`config.mk`:
```
export PLATFORM = sky130hd
export DESIGN_NAME = up_counter_flat
export DESIGN_NICKNAME = d
export VERILOG_FILES = /design/src/rtl/up_counter_pkg.sv /design/src/rtl/up_counter_if.sv /design/src/rtl/up_counter_gray_encoder.sv /design/src/rtl/up_counter.sv /design/src/flat_wrapper.sv
export SDC_FILE = /design/constraint.sdc
export NUM_CORES = 1
export LEC_CHECK = 0
export CORE_AREA = 2 2 39 41
export CTS_BUF_LIST = sky130_fd_sc_hd__clkbuf_4
export DETAILED_ROUTE_END_ITERATION = 7
export DIE_AREA = 0 0 41 43
export HOLD_SLACK_MARGIN = 0.08
export SETUP_SLACK_MARGIN = 0.1
export SYNTH_ARGS = -nofsm -noshare
export SYNTH_HDL_FRONTEND = slang
export SYNTH_SLANG_ARGS = --single-unit
```
`constraint.sdc`:
```
create_clock -name clk -period 1.2 [get_ports clk]
set_clock_uncertainty 0.15 [all_clocks]
set_input_delay 0.3 -clock clk [delete_from_list [all_inputs] [get_ports clk]]
set_output_delay 0.3 -clock clk [all_outputs]
set_load 0.005 [all_outputs]
```
`src/rtl/up_counter_pkg.sv`:
```
// Shared constants and the binary-to-Gray helper for the up_counter block and its neighbours.
`timescale 1ns/1ps
package up_counter_pkg;

   localparam int DEF_WIDTH  = 4;
   localparam int DEF_STEP   = 1;
   localparam int WRAP_CNT_W = 8;

   // Widest count the Gray helper handles; callers cast down to their own width.
   localparam int GRAY_MAX_W = 32;

   function automatic logic [GRAY_MAX_W-1:0] bin2gray(input logic [GRAY_MAX_W-1:0] bin);
      return bin ^ (bin >> 1);
   endfunction

endpackage

```
`src/rtl/up_counter_if.sv`:
```
// Output bundle of up_counter. With UP_COUNTER_WRAP_STATS_EN defined it also carries wrap_cnt.
`timescale 1ns/1ps
interface up_counter_if
   import up_counter_pkg::*;
#(
   parameter int WIDTH = DEF_WIDTH
);

   logic [WIDTH-1:0]      q;
   logic                  tc;
   logic                  wrap;
   logic [WIDTH-1:0]      q_gray;
`ifdef UP_COUNTER_WRAP_STATS_EN
   logic [WRAP_CNT_W-1:0] wrap_cnt;

   modport master (output q, output tc, output wrap, output q_gray, output wrap_cnt);
   modport slave  (input  q, input  tc, input  wrap, input  q_gray, input  wrap_cnt);
`else
   modport master (output q, output tc, output wrap, output q_gray);
   modport slave  (input  q, input  tc, input  wrap, input  q_gray);
`endif

endinterface

```
`src/rtl/up_counter_gray_encoder.sv`:
```
// Combinational binary-to-Gray converter built on the package helper.
`timescale 1ns/1ps
module gray_encoder
   import up_counter_pkg::*;
#(
   parameter int WIDTH = DEF_WIDTH
) (
   input  logic [WIDTH-1:0] bin,
   output logic [WIDTH-1:0] gray
);

   assign gray = WIDTH'(bin2gray(GRAY_MAX_W'(bin)));

endmodule

```
`src/rtl/up_counter.sv`:
```
// Free-running modular up-counter with terminal count, wrap pulse and Gray copy.
// Defining UP_COUNTER_WRAP_STATS_EN adds a saturating count of wraps since reset.
`timescale 1ns/1ps
module up_counter
   import up_counter_pkg::*;
#(
   parameter int WIDTH     = DEF_WIDTH,
   parameter int MAX_VAL   = 2**WIDTH - 1,
   parameter int RESET_VAL = 0,
   parameter int STEP      = DEF_STEP
) (
   input  logic        clk,
   input  logic        rst,
   up_counter_if.master bus
);

   if (WIDTH < 1 || WIDTH > GRAY_MAX_W - 1 ||
       MAX_VAL < 1 || MAX_VAL > 2**WIDTH - 1 ||
       RESET_VAL < 0 || RESET_VAL > MAX_VAL ||
       STEP < 1 || STEP > MAX_VAL) begin : g_illegal_params
      $fatal(1, "up_counter: illegal parameter combination");
   end

   // One spare bit so count + STEP cannot overflow when MAX_VAL is all ones.
   localparam logic [WIDTH:0] STEP_EXT = (WIDTH+1)'(STEP);
   localparam logic [WIDTH:0] MAX_EXT  = (WIDTH+1)'(MAX_VAL);
   localparam logic [WIDTH:0] MOD_EXT  = MAX_EXT + 1'b1;

   logic [WIDTH-1:0] count;
   logic             wrap_q;
   logic [WIDTH:0]   sum;
   logic             wrap_next;
   logic [WIDTH-1:0] count_next;
   logic [WIDTH-1:0] gray;

   always_comb begin
      sum        = {1'b0, count} + STEP_EXT;
      wrap_next  = (sum > MAX_EXT);
      count_next = wrap_next ? WIDTH'(sum - MOD_EXT) : WIDTH'(sum);
   end

   always_ff @(posedge clk or negedge rst) begin
      if (!rst) begin
         count  <= WIDTH'(RESET_VAL);
         wrap_q <= 1'b0;
      end else begin
         count  <= count_next;
         wrap_q <= wrap_next;
      end
   end

`ifdef UP_COUNTER_WRAP_STATS_EN
   logic [WRAP_CNT_W-1:0] wrap_cnt_q;

   // Counts on the same edge that raises wrap and sticks at all ones.
   always_ff @(posedge clk or negedge rst) begin
      if (!rst) begin
         wrap_cnt_q <= '0;
      end else if (wrap_next && wrap_cnt_q != {WRAP_CNT_W{1'b1}}) begin
         wrap_cnt_q <= wrap_cnt_q + 1'b1;
      end
   end

   assign bus.wrap_cnt = wrap_cnt_q;
`endif

   gray_encoder #(
      .WIDTH (WIDTH)
   ) u_gray_encoder (
      .bin  (count),
      .gray (gray)
   );

   assign bus.q      = count;
   assign bus.tc     = (count == MAX_EXT[WIDTH-1:0]);
   assign bus.wrap   = wrap_q;
   assign bus.q_gray = gray;

endmodule

```
`src/flat_wrapper.sv`:
```
// flat-port wrapper written by rule: the top's interface ports become plain ports
module up_counter_flat import up_counter_pkg::*;
#(
   parameter int WIDTH     = DEF_WIDTH,
   parameter int MAX_VAL   = 2**WIDTH - 1,
   parameter int RESET_VAL = 0,
   parameter int STEP      = DEF_STEP
)
  (clk, rst, bus_q, bus_tc, bus_wrap, bus_q_gray);
  up_counter_if #(.WIDTH(WIDTH)) bus_i ();
  input  logic clk;
  input  logic rst;
  output wire logic [$bits(bus_i.q)-1:0] bus_q;
  output wire logic [$bits(bus_i.tc)-1:0] bus_tc;
  output wire logic [$bits(bus_i.wrap)-1:0] bus_wrap;
  output wire logic [$bits(bus_i.q_gray)-1:0] bus_q_gray;
  assign bus_q = bus_i.q;
  assign bus_tc = bus_i.tc;
  assign bus_wrap = bus_i.wrap;
  assign bus_q_gray = bus_i.q_gray;
  up_counter #(.WIDTH(WIDTH), .MAX_VAL(MAX_VAL), .RESET_VAL(RESET_VAL), .STEP(STEP)) u_core (.clk(clk), .rst(rst), .bus(bus_i));
endmodule
```
## After elaboration in Yosys (flattened, before gate mapping)

Index checks and enable logic that the tools add are counted.

| storage, ports and cells | value |
|---|---|
| register bits after elaboration | 5 |
| word-level logic and storage cells | 8 |
| RAM bits | 0 |
| ROM bits | 0 |
| bits of input ports | 2 |
| latch bits | 0 |
| output and inout bits | 10 |
| memories | 0 |

| cells by class | value |
|---|---|
| shift-type cells | 0 |
| multiply operators | 0 |
| add/subtract/negate cells | 2 |
| multiplexer cells | 1 |
| div/mod/pow operators | 0 |
| order comparisons | 1 |
| bitwise gates (word level) | 1 |
| reductions and logical operators | 0 |
| eq/ne operators | 1 |

Operators with widths:

| operator | count |
|---|---|
| 4-bit by 1-bit adder with 5-bit output (second input constant) | 1 |
| 5-bit by 4-bit > comparator with 1-bit output (second input constant) | 1 |
| 4-bit == test (second input constant) | 1 |
| 4-bit 2-to-1 mux | 1 |
| 4-bit by 1-bit subtractor with 4-bit output (second input constant) | 1 |
| 4-bit by 3-bit XOR with 4-bit output | 1 |

## Longest topological paths before layout

| depth | value |
|---|---|
| depth in word-level cells | 3 |
| depth in mapped cells | 4 |
| gate-level depth less buffers | 4 |

## Modules after synthesis

Synthesis repeated with hierarchy kept, for this count alone.

| second synthesis, totals | value |
|---|---|
| cells, all modules | 20 |
| area, all modules | 240.2 µm² |

By module, submodules not included:

| module | cells an instance | sequential area each (µm²) | instances | area an instance (µm²) |
|---|---|---|---|---|
| up_counter | 16 | 125.1 | 1 | 206.4 |
| gray_encoder | 4 | 0.0 | 1 | 33.8 |

## Worst setup path after synthesis

No wires, ideal clock.

| path | value |
|---|---|
| path type | flip-flop to output port |
| start | register u_core.count[0] (netlist: u_core.bus.q[0]) |
| end | output port bus_q_gray[0] |
| cell stages (with the launch flop) | 5 |
| data required time | 750 ps |
| buffers on the path | 1 |
| arrival | 904 ps |
| path slack | -154 ps |
| path through | dfrtp_1 inv_1 ha_1 inv_1 buf_4 |

| on the way | value |
|---|---|
| cells in the longest elaborated chain, start to end | 1 |

RTL lines:

| what | line | RTL |
|---|---|---|
| from (decl) | up_counter.sv:29 | `logic [WIDTH-1:0] count;` |
| from (signal assigned) | up_counter.sv:44 | `count <= WIDTH'(RESET_VAL);` |
| from (signal assigned) | up_counter.sv:47 | `count <= count_next;` |
| 4-bit by 3-bit XOR with 4-bit output | up_counter_pkg.sv:13 | `return bin ^ (bin >> 1);` |
| to (decl) | flat_wrapper.sv:16 | `output wire logic [$bits(bus_i.q_gray)-1:0] bus_q_gray;` |

No other way between the ends.

## Worst setup path after layout

| path | value |
|---|---|
| start | register u_core.count[1] (netlist: u_core.bus.q[1]) |
| end | output port bus_q_gray[0] |

Same word-level chain as after synthesis.

==> Flow_metrics.wiki <==
{| class="wikitable"
! Metric !! Value
|-
| Core area || 1380 um2
|-
| First-pass DRT Iterations || 2
|-
| Number of instances in the synthesized netlist || 19
|-
| Kind of path behind the tightest hold check || primary input to async pin
|-
| Crit path max fanout || 3
|-
| Maximum number of pins on one net before global-route repair || 6
|-
| Final Hold Violating Endpoints || 0
|-
| R2r startpoint || u_core.bus.q[1]$_DFF_PN0_
|-
| Number of H-tree levels || 1
|-
| Remaining number of nets flagged by the antenna check after routing || 0
|-
| Overall Global Routing Usage || 12.0%
|-
| Power share of the sequential group || 42.4%
|-
| Time the final worst path needs with I/O delays and setup || 1.64 ns
|-
| Leakage power summed over all cells || 0.373 nW
|-
| Reg-to-reg critical path endpoint || u_core.bus.wrap$_DFF_PN0_
|-
| Die Height || 43 um
|-
| Fin worst setup slack || -0.440 ns
|-
| Area share of the largest cell type after synthesis || 52.1%
|-
| Area growth, synth to finish || 180%
|-
| Switch share || 19.6%
|-
| Worst R2R Setup Slack || -0.37 ns
|-
| Beginning of the critical path || u_core.bus.q[1]$_DFF_PN0_
|-
| Number of distinct standard cells referenced by the synthesized netlist || 10
|-
| Synthesized area per cell || 12.6 um2
|-
| P_sw || 0.0000783 W
|-
| Data arrival time of the critical path || 1.19 ns
|-
| Worst setup path class || flop to output pin
|-
| Total via count after detailed routing || 286
|-
| Worst hold margin || 0.131 ns
|-
| TritonCTS buffer count || 3
|-
| Failing checks || negative setup slack
|-
| WL/cell || 12.1 um
|-
| Total detailed-routing wirelength || 882 um
|-
| Reg2Reg Depth || 7
|-
| Via count normalized by instance count || 3.92
|-
| Initial antenna violation count || 0
|-
| Cell Int Power || 0.000321 W
|-
| Leading post-synthesis cells by cell area || sky130_fd_sc_hd__dfrtp_1 (52%), sky130_fd_sc_hd__ha_1 (21%), sky130_fd_sc_hd__buf_4 (6.3%), sky130_fd_sc_hd__a41o_1 (4.2%), sky130_fd_sc_hd__xnor2_1 (3.6%)
|-
| Worst-case headroom to the max-slew limit || 84.0%
|-
| Clock sinks || 5
|-
| Leading area contributor after synthesis || sky130_fd_sc_hd__dfrtp_1
|-
| Setup violation total in the final timing report || 13
|-
| Pins Over Slew Limit || 0
|-
| Die Width || 41 um
|-
| Count of filler cells inserted in the layout || 141
|-
| Combinational share of power || 1.5%
|-
| Number of global-route vias before repair || 322
|-
| Data required time of the critical path || 0.75 ns
|-
| # Max-Cap Violations || 0
|-
| DRC || 0
|-
| Antenna diode count || 0
|-
| Layout cell share with drive strength beyond 1 || 86.0%
|-
| Final nets || 64
|-
| Outcome || complete, but fails checks
|-
| Clock latency at the later pin of the worst-skew pair || 0.24 ns
|-
| Unrepaired setup endpoints after global routing || yes
|-
| Syn nets || 25
|-
| Max Clock Freq || 610 MHz
|-
| Total gr overflow || 0
|-
| Share of total power in the clock network || 56.1%
|-
| Count of standard-cell rows || 14
|-
| I/O pin cnt || 12
|-
| Yosys warning total || 0
|-
| Non-filler instance count after layout || 73
|-
| First-pass GRT wire length || 1.34 mm
|-
| Placer Congestion || 0.651
|-
| TritonCTS clock tree || done
|-
| Slew of the pin with the lowest slew margin || 0.240 ns
|-
| Kind of start point of the critical path || flop
|-
| Number of hold buffers added after cts || 0
|-
| Root cell of the clock tree || sky130_fd_sc_hd__clkbuf_4
|-
| Clock-pin slew of the registers on the worst-case setup and hold paths || 0.05 ns
|-
| Total instance count after detailed placement || 51
|-
| Starting utilization of the core area || 17.4%
|-
| Count of buffers from port buffering || 11
|-
| Synthesized cell area || 240 um2
|-
| VDD IR max || 0.000701 V
|-
| DRT iter0 DRCs || 3
|-
| Fraction of the yosys area taken by sequential cells || 52.1%
|-
| PwrDens || 593 nW/um2
|-
| Flip-flop and latch count after synthesis || 5
|-
| Critical path endpoint category || output pin
|-
| Longest Clk Path Bufs || 2
|-
| Period Utilization, post-route || 137%
|-
| Die outline area || 1760 um2
|}
[synth_stat cells]
master,number
sky130_fd_sc_hd__ha_1,4
sky130_fd_sc_hd__nand2_1,1
sky130_fd_sc_hd__xnor2_1,1
sky130_fd_sc_hd__and2_2,1
sky130_fd_sc_hd__buf_4,2
sky130_fd_sc_hd__a41o_1,1
sky130_fd_sc_hd__inv_1,2
sky130_fd_sc_hd__xor2_1,1
sky130_fd_sc_hd__nor2_1,1
sky130_fd_sc_hd__dfrtp_1,5
[routing by layer]
| layer | part of all wire [%] | wire [um] | global-route usage [%] | vias up |
|---|---|---|---|---|
| met1 | 36 | 314 | 10.4 | 138 |
| met5 | 0 | 0 | 0 | - |
| met4 | 1.0 | 9 | 4.00 | 0 |
| li1 | - | - | - | 134 |
| met2 | 57 | 503 | 21.6 | 12 |
| met3 | 6.2 | 55 | 6.28 | 2 |
[metrics by stage]
step	instance area, um2	power [W]	utilization (%)	worst slack [ns]	TNS [ns]
CTS	613	0.000404	44.3	-0.440	-3.16
detailed placement	420	0.000178	30.4	-0.525	-3.38
global placement	420	0.000178	30.4	-0.503	-3.20
floorplan	256	0.000172	-	-0.0953	-0.252
global route	673	0.000426	48.6	-0.477	-4.13
finish	673	0.000399	48.6	-0.440	-3.66
[how the worst max path moves through the flow]
stage          cells after the start       endpoint
2_1_floorplan                      4  bus_q_gray[0]
3_3_place_gp                       3         bus_tc
3_5_place_dp                       3         bus_tc
4_1_cts                            4  bus_q_gray[0]
5_1_grt                            4  bus_q_gray[0]
6_report                           4  bus_q_gray[0]
[placed cells by master (no fill, tap or decap)]
cell and count:
sky130_fd_sc_hd__inv_4 1, sky130_fd_sc_hd__dfrtp_2 1, sky130_fd_sc_hd__xor2_2 1, sky130_fd_sc_hd__inv_2 1, sky130_fd_sc_hd__buf_6 22, sky130_fd_sc_hd__clkdlybuf4s50_1 1
sky130_fd_sc_hd__nand2_2 1, sky130_fd_sc_hd__buf_4 8, sky130_fd_sc_hd__a41o_1 1, sky130_fd_sc_hd__nor2_4 1, sky130_fd_sc_hd__dfrtp_1 4, sky130_fd_sc_hd__buf_2 4
sky130_fd_sc_hd__clkbuf_2 1, sky130_fd_sc_hd__clkbuf_4 4, sky130_fd_sc_hd__ha_1 2, sky130_fd_sc_hd__ha_4 2, sky130_fd_sc_hd__and2_4 1, sky130_fd_sc_hd__xnor2_2 1
[what timing repair did]
item	CTS	global route
setup endpoints to repair	12	14
pin swaps	6	4
buffers inserted	15	9
resized for setup	63	10
gates cloned	0	0
[power groups by stage]
stage                     clock, W  combinational (W)  sequential [W]
after floorplan                  0    0.0000000000856        0.000172
after global placement           0         0.00000617        0.000172
after detailed placement         0         0.00000625        0.000172
after CTS                 0.000229         0.00000632        0.000169
after global routing      0.000250         0.00000730        0.000169
final                     0.000224         0.00000614        0.000169
[logic make-up after synthesis]
family / count (synthesis) / synth area share, %
AO/OA/AOI/OAI: 1 / 4.17
adder cells (fa/ha/maj): 4 / 20.8
AND/OR/NAND/NOR: 3 / 6.25
flip-flops: 5 / 52.1
buffers and inverters: 4 / 9.37
XOR/XNOR: 2 / 7.29
[layout make-up]
type	count	area [um2]	area share [%]
repair buffers	36	343	50.9
inverters	2	10.0	1.49
clock buffers	4	30.0	4.46
well taps	16	20.0	2.97
multi-input cells	10	144	21.4
flip-flops and latches	5	126	18.8
[registers in the layout, indices dropped and copies added, names as in the netlist]
register         count
u_core.bus.wrap      1
u_core.bus.q         4
[worst max-delay path, cell delays in order, from the launching register on]
cell and delay (ns):
sky130_fd_sc_hd__dfrtp_2 0.42, sky130_fd_sc_hd__buf_6 0.13, sky130_fd_sc_hd__ha_4 0.26, sky130_fd_sc_hd__inv_2 0.03, sky130_fd_sc_hd__buf_2 0.11
(Power assumes the default switching activity.)
